[src/rtl/multicycle_datapath.sv]
`default_nettype none
// ============================================================================
//  Module      : multicycle_datapath
//  Description : Multicycle ARM-style datapath. One shared memory port serves
//                instruction fetch and data access through a ready/request
//                handshake. An internal phase sequencer
//                (FETCH/DECODE/EXEC/MEM/WB/WB2) owns all timing. Long
//                operations write both halves of a 2*WIDTH product.
//  Revision    : 1.0  initial release
// ============================================================================
module multicycle_datapath #(
  parameter int               WIDTH    = 32,
  parameter logic [WIDTH-1:0] PC_RESET = '0
) (
  input  logic             clk,
  input  logic             reset,
  input  logic [1:0]       RegSrc,
  input  logic [1:0]       ImmSrc,
  input  logic             ALUSrc,
  input  logic [1:0]       ALUControl,
  input  logic             MemtoReg,
  input  logic             RegW,
  input  logic             IsMem,
  input  logic             MemW,
  input  logic             Branch,
  input  logic             LongW,
  input  logic             CondEx,
  output logic [3:0]       ALUFlags,
  output logic             FlagsValid,
  output logic [WIDTH-1:0] PC,
  output logic [WIDTH-1:0] Instr,
  output logic             MemReq,
  output logic [WIDTH-1:0] MemAdr,
  output logic             MemWrite,
  output logic [WIDTH-1:0] WriteData,
  input  logic [WIDTH-1:0] ReadData,
  input  logic             MemReady
);

  // Instruction fields are decoded from a view at least 32 bits wide so that
  // narrow configurations still see well-defined (zero) upper fields.
  localparam int XW = (WIDTH > 32) ? WIDTH : 32;

  typedef enum logic [2:0] {
    S_FETCH  = 3'd0,
    S_DECODE = 3'd1,
    S_EXEC   = 3'd2,
    S_MEM    = 3'd3,
    S_WB     = 3'd4,
    S_WB2    = 3'd5
  } state_t;

  state_t state, state_next;

  logic [WIDTH-1:0] pc_q, instr_q, a_q, b_q, alu_out_q, alu_out2_q, data_q;
  logic [WIDTH-1:0] rf [0:15];

  logic [XW-1:0]    instr_x;
  logic [23:0]      ifield;
  logic             unused_instr_hi;
  logic [WIDTH-1:0] pc_plus4;
  logic [3:0]       ra1, ra2, wb_dst, wb2_dst;
  logic [WIDTH-1:0] rd1, rd2;
  logic [XW-1:0]    imm8_x, imm12_x, br_x, ext_x;
  logic [WIDTH-1:0] ext_imm, src_b, b_op, op_res;
  logic [WIDTH:0]   sum;
  logic [2*WIDTH-1:0] prod;
  logic [WIDTH-1:0] alu_result1, alu_result2, result;
  logic             flag_n, flag_z, flag_c, flag_v;
  logic             take_branch;

  assign instr_x         = XW'(instr_q);
  assign ifield          = instr_x[23:0];
  assign unused_instr_hi = ^instr_x[XW-1:24];

  assign pc_plus4 = pc_q + WIDTH'(4);

  // Register addressing; r15 reads as PC + 4, i.e. fetch address + 8.
  assign ra1     = RegSrc[0] ? 4'd15 : ifield[19:16];
  assign ra2     = RegSrc[1] ? ifield[15:12] : ifield[3:0];
  assign wb_dst  = ifield[15:12];
  assign wb2_dst = ifield[19:16];
  assign rd1     = (ra1 == 4'd15) ? pc_plus4 : rf[ra1];
  assign rd2     = (ra2 == 4'd15) ? pc_plus4 : rf[ra2];

  // Immediate extension: 00 zero-extended imm8, 01 zero-extended imm12,
  // 10 sign-extended word-aligned branch offset, 11 zero.
  assign imm8_x  = XW'(ifield[7:0]);
  assign imm12_x = XW'(ifield[11:0]);
  assign br_x    = XW'($signed({ifield[23:0], 2'b00}));

  // Immediate select
  always_comb begin
    ext_x = '0;
    case (ImmSrc)
      2'b00:   ext_x = imm8_x;
      2'b01:   ext_x = imm12_x;
      2'b10:   ext_x = br_x;
      default: ext_x = '0;
    endcase
  end

  assign ext_imm = ext_x[WIDTH-1:0];

  // ALU: 00 ADD, 01 SUB, 10 AND, 11 ORR. Long operations replace the low
  // result with the low half of the unsigned product and expose the high half.
  assign src_b = ALUSrc ? ext_imm : b_q;
  assign b_op  = ALUControl[0] ? ~src_b : src_b;
  assign sum   = {1'b0, a_q} + {1'b0, b_op} + {{WIDTH{1'b0}}, ALUControl[0]};
  assign prod  = {{WIDTH{1'b0}}, a_q} * {{WIDTH{1'b0}}, src_b};

  // ALU operation select
  always_comb begin
    op_res = '0;
    case (ALUControl)
      2'b00, 2'b01: op_res = sum[WIDTH-1:0];
      2'b10:        op_res = a_q & src_b;
      default:      op_res = a_q | src_b;
    endcase
  end

  assign alu_result1 = LongW ? prod[WIDTH-1:0] : op_res;
  assign alu_result2 = prod[2*WIDTH-1:WIDTH];

  assign flag_n = alu_result1[WIDTH-1];
  assign flag_z = (alu_result1 == '0);
  assign flag_c = ~ALUControl[1] & sum[WIDTH];
  assign flag_v = ~ALUControl[1] & ~(a_q[WIDTH-1] ^ b_op[WIDTH-1])
                  & (a_q[WIDTH-1] ^ sum[WIDTH-1]);

  assign result      = MemtoReg ? data_q : alu_out_q;
  assign take_branch = Branch & CondEx;

  // Phase register
  always_ff @(posedge clk) begin
    if (reset) state <= S_FETCH;
    else       state <= state_next;
  end

  // Next-phase selection and memory/flag strobes
  always_comb begin
    state_next = state;
    MemReq     = 1'b0;
    MemAdr     = '0;
    MemWrite   = 1'b0;
    FlagsValid = 1'b0;
    case (state)
      S_FETCH: begin
        MemReq = 1'b1;
        MemAdr = pc_q;
        if (MemReady) state_next = S_DECODE;
      end
      S_DECODE: state_next = S_EXEC;
      S_EXEC: begin
        FlagsValid = 1'b1;
        if (take_branch)          state_next = S_FETCH;
        else if (IsMem & CondEx)  state_next = S_MEM;
        else if (RegW & CondEx)   state_next = S_WB;
        else                      state_next = S_FETCH;
      end
      S_MEM: begin
        MemReq   = 1'b1;
        MemAdr   = alu_out_q;
        MemWrite = MemW & CondEx;
        if (MemReady) state_next = MemW ? S_FETCH : S_WB;
      end
      S_WB:    state_next = LongW ? S_WB2 : S_FETCH;
      S_WB2:   state_next = S_FETCH;
      default: state_next = S_FETCH;
    endcase
  end

  // Architectural and pipeline-phase registers
  always_ff @(posedge clk) begin
    if (reset) begin
      pc_q       <= PC_RESET;
      instr_q    <= '0;
      a_q        <= '0;
      b_q        <= '0;
      alu_out_q  <= '0;
      alu_out2_q <= '0;
      data_q     <= '0;
    end else begin
      case (state)
        S_FETCH: begin
          if (MemReady) begin
            instr_q <= ReadData;
            pc_q    <= pc_plus4;
          end
        end
        S_DECODE: begin
          a_q <= rd1;
          b_q <= rd2;
        end
        S_EXEC: begin
          alu_out_q  <= alu_result1;
          alu_out2_q <= alu_result2;
          if (take_branch) pc_q <= alu_result1;
        end
        S_MEM: begin
          if (MemReady && !MemW) data_q <= ReadData;
        end
        S_WB: begin
          if (wb_dst == 4'd15) pc_q <= result;
        end
        default: ;
      endcase
    end
  end

  // Register file: written only in WB/WB2; writes to r15 never land here
  always_ff @(posedge clk) begin
    if (reset) begin
      for (int i = 0; i < 16; i++) rf[i] <= '0;
    end else if (state == S_WB && wb_dst != 4'd15) begin
      rf[wb_dst] <= result;
    end else if (state == S_WB2 && wb2_dst != 4'd15) begin
      rf[wb2_dst] <= alu_out2_q;
    end
  end

  assign ALUFlags  = FlagsValid ? {flag_n, flag_z, flag_c, flag_v} : 4'b0000;
  assign PC        = pc_q;
  assign Instr     = instr_q;
  assign WriteData = b_q;

endmodule
`default_nettype wire

[config.mk]
export PLATFORM = sky130hd
export DESIGN_NAME = multicycle_datapath
export DESIGN_NICKNAME = d
export VERILOG_FILES = /design/src/rtl/multicycle_datapath.sv
export SDC_FILE = /design/constraint.sdc
export NUM_CORES = 2
export LEC_CHECK = 0
export CAP_MARGIN = 20
export CORE_MARGIN = 2
export CORE_UTILIZATION = 25
export CTS_BUF_LIST = sky130_fd_sc_hd__clkbuf_8 sky130_fd_sc_hd__clkbuf_16
export CTS_CLUSTER_SIZE = 14
export DETAILED_ROUTE_END_ITERATION = 10
export MAX_ROUTING_LAYER = met4
export PLACE_DENSITY_LB_ADDON = 0.05
export SKIP_LAST_GASP = 1
export SLEW_MARGIN = 10
export SYNTH_ARGS = -nofsm -noshare
export SYNTH_HDL_FRONTEND = slang
export SYNTH_SLANG_ARGS = --single-unit
[constraint.sdc]
create_clock -name clk -period 11.9 [get_ports clk]
set_input_delay 1.19 -clock clk [delete_from_list [all_inputs] [get_ports clk]]
set_output_delay 1.19 -clock clk [all_outputs]
set_load 0.02 [all_outputs]
After elaboration in Yosys (flattened, before gate mapping)
Memories as Yosys holds them, arrays and structs flattened. Cells that the tools add are included.

Word-level logic and storage cells: 104. Memories kept: 1. Bits of input ports: 49. RAM bits: 512. ROM bits: 0. Latch bits: 0. Register bits after elaboration: 227. Output and inout port bits: 135.

Memories: rf (depth 16, width 32, read ports 2, clocked after memory_dff 0, wr ports 16, RTL line 56) `logic [WIDTH-1:0] rf [0:15];`.

Divide/modulo/power cells: 0. $add $sub $neg: 3. $mul: 1. Multiplexer cells: 42. Bitwise operators: 14. Reduce and logical (&&, ||, !) cells: 17. Shift-type cells: 0. Eq/ne operators: 18. $lt $le $gt $ge: 0.

Operator list (number): 2-to-1 mux 32 bit (11); one-hot mux 32 bit (3 select lines) (2); one-hot mux 32 bit (2 select lines) (2); multiplier 32 x 32 -> 64 bit (1); OR reduction 32 bit (2); adder 32 x 32 -> 33 bit (1); adder 33 x 1 -> 33 bit (1); adder 32 x 3 -> 32 bit (second input constant) (1); bitwise AND 32 bit (1); zero test 32 bit (1); inverter 32 bit (1); bitwise OR 32 bit (1); 2-to-1 mux 3 bit (7); 2-to-1 mux 4 bit (5); one-hot mux 3 bit (5 select lines) (1); 2-to-1 mux 1 bit (14); equality test 4 bit (second input constant) (3); != test 2 bit (second input constant) (4); != test 4 bit (second input constant) (2); bitwise AND 1 bit (7); equality test 3 x 2 -> 1 bit (second input constant) (2); equality test 3 bit (second input constant) (2); AND reduction 2 bit (3); equality test 2 x 1 -> 1 bit (second input constant) (2); other kinds (11) (18).

Longest topological paths before layout
Depth in word-level cells: 11. Depth in mapped cells: 36. Mapped depth without buffers: 33.

Worst setup path before layout
Ideal clock, no wire load.

Path kind: input port to output port. Start: input ImmSrc[1]. End: output ALUFlags[2]. Stages: 29. Slack: 1.824 ns. Arrival time: 8.886 ns. Required time: 10.710 ns. Buffers on the path: 2. Path through: nor2b_1 -> and2_1 -> clkbuf_1 -> nand2_1 -> o21ai_1 -> clkbuf_1 -> and2_1 -> fa_1 -> fa_1 -> inv_1 -> fa_1 -> inv_1 -> fa_1 -> fa_1 -> fa_1 -> fa_1 -> fa_1 -> ha_1 -> a21o_1 -> nor3_1 -> o21ai_0 -> a31o_2 -> a21oi_1 -> nand2_1 -> xnor2_1 -> a211oi_1 -> nor4b_1 -> nand4_1 -> nor4b_2.

Cells in the longest elaborated chain, start to end: 11. Elaborated cells on any way between the ends: 16. Classes of those cells: add/sub (2); mul (1); eq/ne (2); mux (6); bitwise (3); reduce/logical (2).

Ends and longest elaborated chain: start, declared (RTL line 18) `input logic [1:0] ImmSrc,`; equality test 2 bit (tied with other cells) (RTL line 95) `case (ImmSrc)`; one-hot mux 32 bit (3 select lines) (*) (RTL line 95); 2-to-1 mux 32 bit (*) (RTL line 107) `assign src_b = ALUSrc ? ext_imm : b_q;`; inverter 32 bit (RTL line 108) `assign b_op = ALUControl[0] ? ~src_b : src_b;`; 2-to-1 mux 32 bit (RTL line 108); adder 32 x 32 -> 33 bit (RTL line 109) `assign sum = {1'b0, a_q} + {1'b0, b_op} + {{WIDTH{1'b0}}, ALUControl[0]};`; adder 33 x 1 -> 33 bit (RTL line 109); one-hot mux 32 bit (2 select lines) (RTL line 115) `case (ALUControl)`; 2-to-1 mux 32 bit (*) (RTL line 122) `assign alu_result1 = LongW ? prod[WIDTH-1:0] : op_res;`; zero test 32 bit (*) (RTL line 126) `assign flag_z = (alu_result1 == '0);`; 2-to-1 mux 4 bit (*) (RTL line 222) `assign ALUFlags = FlagsValid ? {flag_n, flag_z, flag_c, flag_v} : 4'b0000;`; end, declared (RTL line 28) `output logic [3:0] ALUFlags,`.

Mark *: on every way between the ends. The rest lies on a longest branch, timed or not.

Final worst setup path
Same ends and word-level chain as after synthesis.

==> results_dict.tcl <==
set metrics [dict create \
    holdBufCountCts 0 \
    drv_slew 0 \
    area_delta_synth_final_pct 14.5 \
    numCtsBuffers 83 \
    hp-class "reg2reg" \
    p_per_area_nw_per_um2 115 \
    clk_latency_ps 710 \
    cts_buffer_depth 3 \
    end_kind "output port" \
    final_common_cell "nand2_1" \
    grt-ovfl-total 0 \
    fmax_ghz 0.0858 \
    ys_types 97 \
    finalSetupViolCount 0 \
    drt_iter0_drc 4215 \
    synth_area_leaders "fa_1 (25%), edfxtp_1 (21%), dfxtp_1 (6.3%), nand2_1 (6.2%), ha_1 (5.1%)" \
    portBuffers 183 \
    drt-met1-wl_um 146000 \
    multiInputGateArea_um2 47500 \
    cts.sinks 736 \
    wl_met3_um 9840 \
    crit_path_frequent_cell "fa_1" \
    wl_per_cell_um 29.4 \
    synth_edf_count 509 \
    netlist.area_leader.share_pct 24.9 \
    worst_pin_slew_ps 1230 \
    vdd_drop_max_mv 0.0882 \
    seq_area_frac_synth_pct 27.5 \
    cp.required_ps 10710 \
    critPathLaunchType "primary input" \
    place_area_um2 79100 \
    ys_warn_count 0 \
    cap_violations 0 \
    max_stage_delay_ps 620 \
    stdcell_count 11400 \
    p_leak_uw 0.0326 \
    gr-usage-all-layers_pct 23.4 \
    placed_cells 11200 \
    core_um2 287000 \
    place_congestion 0.852 \
    start_util_pct 25.1 \
    via_count 56400 \
    slew_headroom_pct 17.1 \
    pre_cts_slack_ps -479 \
    rows 197 \
    drc_errors 0 \
    hold_viol_final 0 \
    vias_per_cell 4.94 \
    yosys.area.top_type "fa_1" \
    layout-drive-gt1-share_pct 10.3 \
    ios 184 \
    status "complete, no violations" \
    layout.area.seq_um2 19800 \
    wirelength_um 335000 \
    async_flop_share_pct 0 \
    worst_ep_arrival_time_ps 10470 \
    netlist_instances 7548 \
    crit_type "in2out" \
    antenna_found_initial 15 \
    tns_ps 0 \
    postRouteAntennaNets 0 \
    ys.flop_type "edfxtp_1" \
    final_cell_mix "nand2_1 (1161), fa_1 (896), inv_1 (882), nor2_1 (671), edfxtp_1 (509)" \
    root_buffer "clkbuf_16" \
    dieArea_um2 292000 \
    avgSynthCellArea_um2 9.54 \
    n_fill_cell 30400 \
    dp_hpwl_um 249000 \
    die_w_um 541 \
    grt_max_degree 75 \
    top_layer_used "met4" \
    fp.dieH_um 541 \
    grt_pass1_vias 59300 \
    total_power_uw 9490 \
    nets 8805 \
    cts_tree "yes" \
    slowest_stage "nor4b_4" \
    clk_pin_slew_ps 60 \
    path_max_fanout 15 \
    setup_ws_ps 244 \
    h-tree-depth 3 \
    finalClockSkew_ps 48.2 \
    syn_area_um2 72000 \
    grt_pass1_wl_um 474000 \
    min_period_over_period_pct 97.9 \
    post-route-min-period_ps 11660 \
    first_pass_iters 8 \
    ys_ff_latch 736 \
    design_area_um2 82500 \
    wl_met2_um 169000 \
]
stage by stage:
| step | hold slack (ps) | util (%) |
|---|---|---|
| after global placement | 439 | 27.5 |
| after global routing | 469 | 28.7 |
| final | 456 | 28.7 |
| after detailed placement | 448 | 27.5 |
| after floorplan | 431 | - |
| after CTS | 457 | 28.6 |
area by class of cell:
cell class | count | share of cell area [%]
clock buffers | 92 | 2.70
well taps | 3781 | 5.74
multi-input cells | 5387 | 57.6
inverters | 874 | 3.98
clock inverters | 62 | 0.705
diodes | 5 | 0.0152
flip-flops and latches | 736 | 24.1
repair buffers | 482 | 5.17
repair_timing:
| item | in CTS | in global routing |
|---|---|---|
| gates cloned | 1 | 2 |
| pin swaps | 8 | 11 |
| resized for setup | 4 | 34 |
| setup buffers | 13 | 17 |
| setup endpoints to repair | 1 | 1 |
synthesized netlist by cell type (all sizes together), types with 23 or more instances:
cell type	count
inv	871
a221oi	24
nand4	29
a21o	42
a21oi	329
and2	436
ha	295
a311oi	25
clkbuf	525
dfxtp	227
mux2	23
xnor2	70
nand2	1185
fa	897
o22ai	67
edfxtp	509
mux4	154
a31oi	61
nor3	45
buf	57
a211oi	56
a22o	42
nor2	683
and3	32
o221ai	60
mux2i	113
xor2	67
nand3	94
o21ai	238
cell families (layout without fill, tap and decap cells):
| logic type | count (synthesis) | count (layout) | share of synthesized area (%) |
|---|---|---|---|
| and+or+nand+nor | 2606 | 2606 | 16.0 |
| adders and majority gates | 1209 | 1209 | 30.3 |
| buffers and inverters | 1456 | 1510 | 7.64 |
| xor gates and xnor gates | 137 | 137 | 1.67 |
| AOI/OAI and AO/OA | 1113 | 1116 | 10.1 |
| other | 1 | 34 | 0.00521 |
| DFF | 736 | 736 | 27.5 |
| muxes | 290 | 290 | 6.75 |
worst paths after layout:
check	startpoint	to	slack, ps	cells past startpoint
max	ImmSrc[1]	ALUFlags[2]	240	31
min	data_q[22]	data_q[22]	460	2
max reg2reg	Instr[23]	alu_out2_q[30]	1680	32
min reg2reg	data_q[22]	data_q[22]	460	2
worst max-delay path, delay by kind of cell:
kind	cells	cell delay, ps
adder cells (fa/ha/maj)	9	3770
AND/OR/NAND/NOR	8	2060
AO/OA/AOI/OAI	5	1660
buffers and inverters	8	1570
XOR/XNOR	1	190
routing by layer:
| layer | global-route usage (%) | up-vias |
|---|---|---|
| li1 | - | 24900 |
| met1 | 29.6 | 30000 |
| met2 | 40.4 | 1267 |
| met4 | 6.54 | 0 |
| met3 | 1.29 | 290 |
| met5 | - | - |
state kept, by name (all words and copies together), names as in the netlist:
name and flops:
rf 509, alu_out2_q 32, a_q 32, WriteData 32
data_q 32, Instr 32, state 3, alu_out_q 32
PC 32
power breakdown:
group	switching [uW]	internal [uW]
logic	2400	1270
registers	230	2860
clock network	1210	1530
Power figures use the tool's default switching activity.
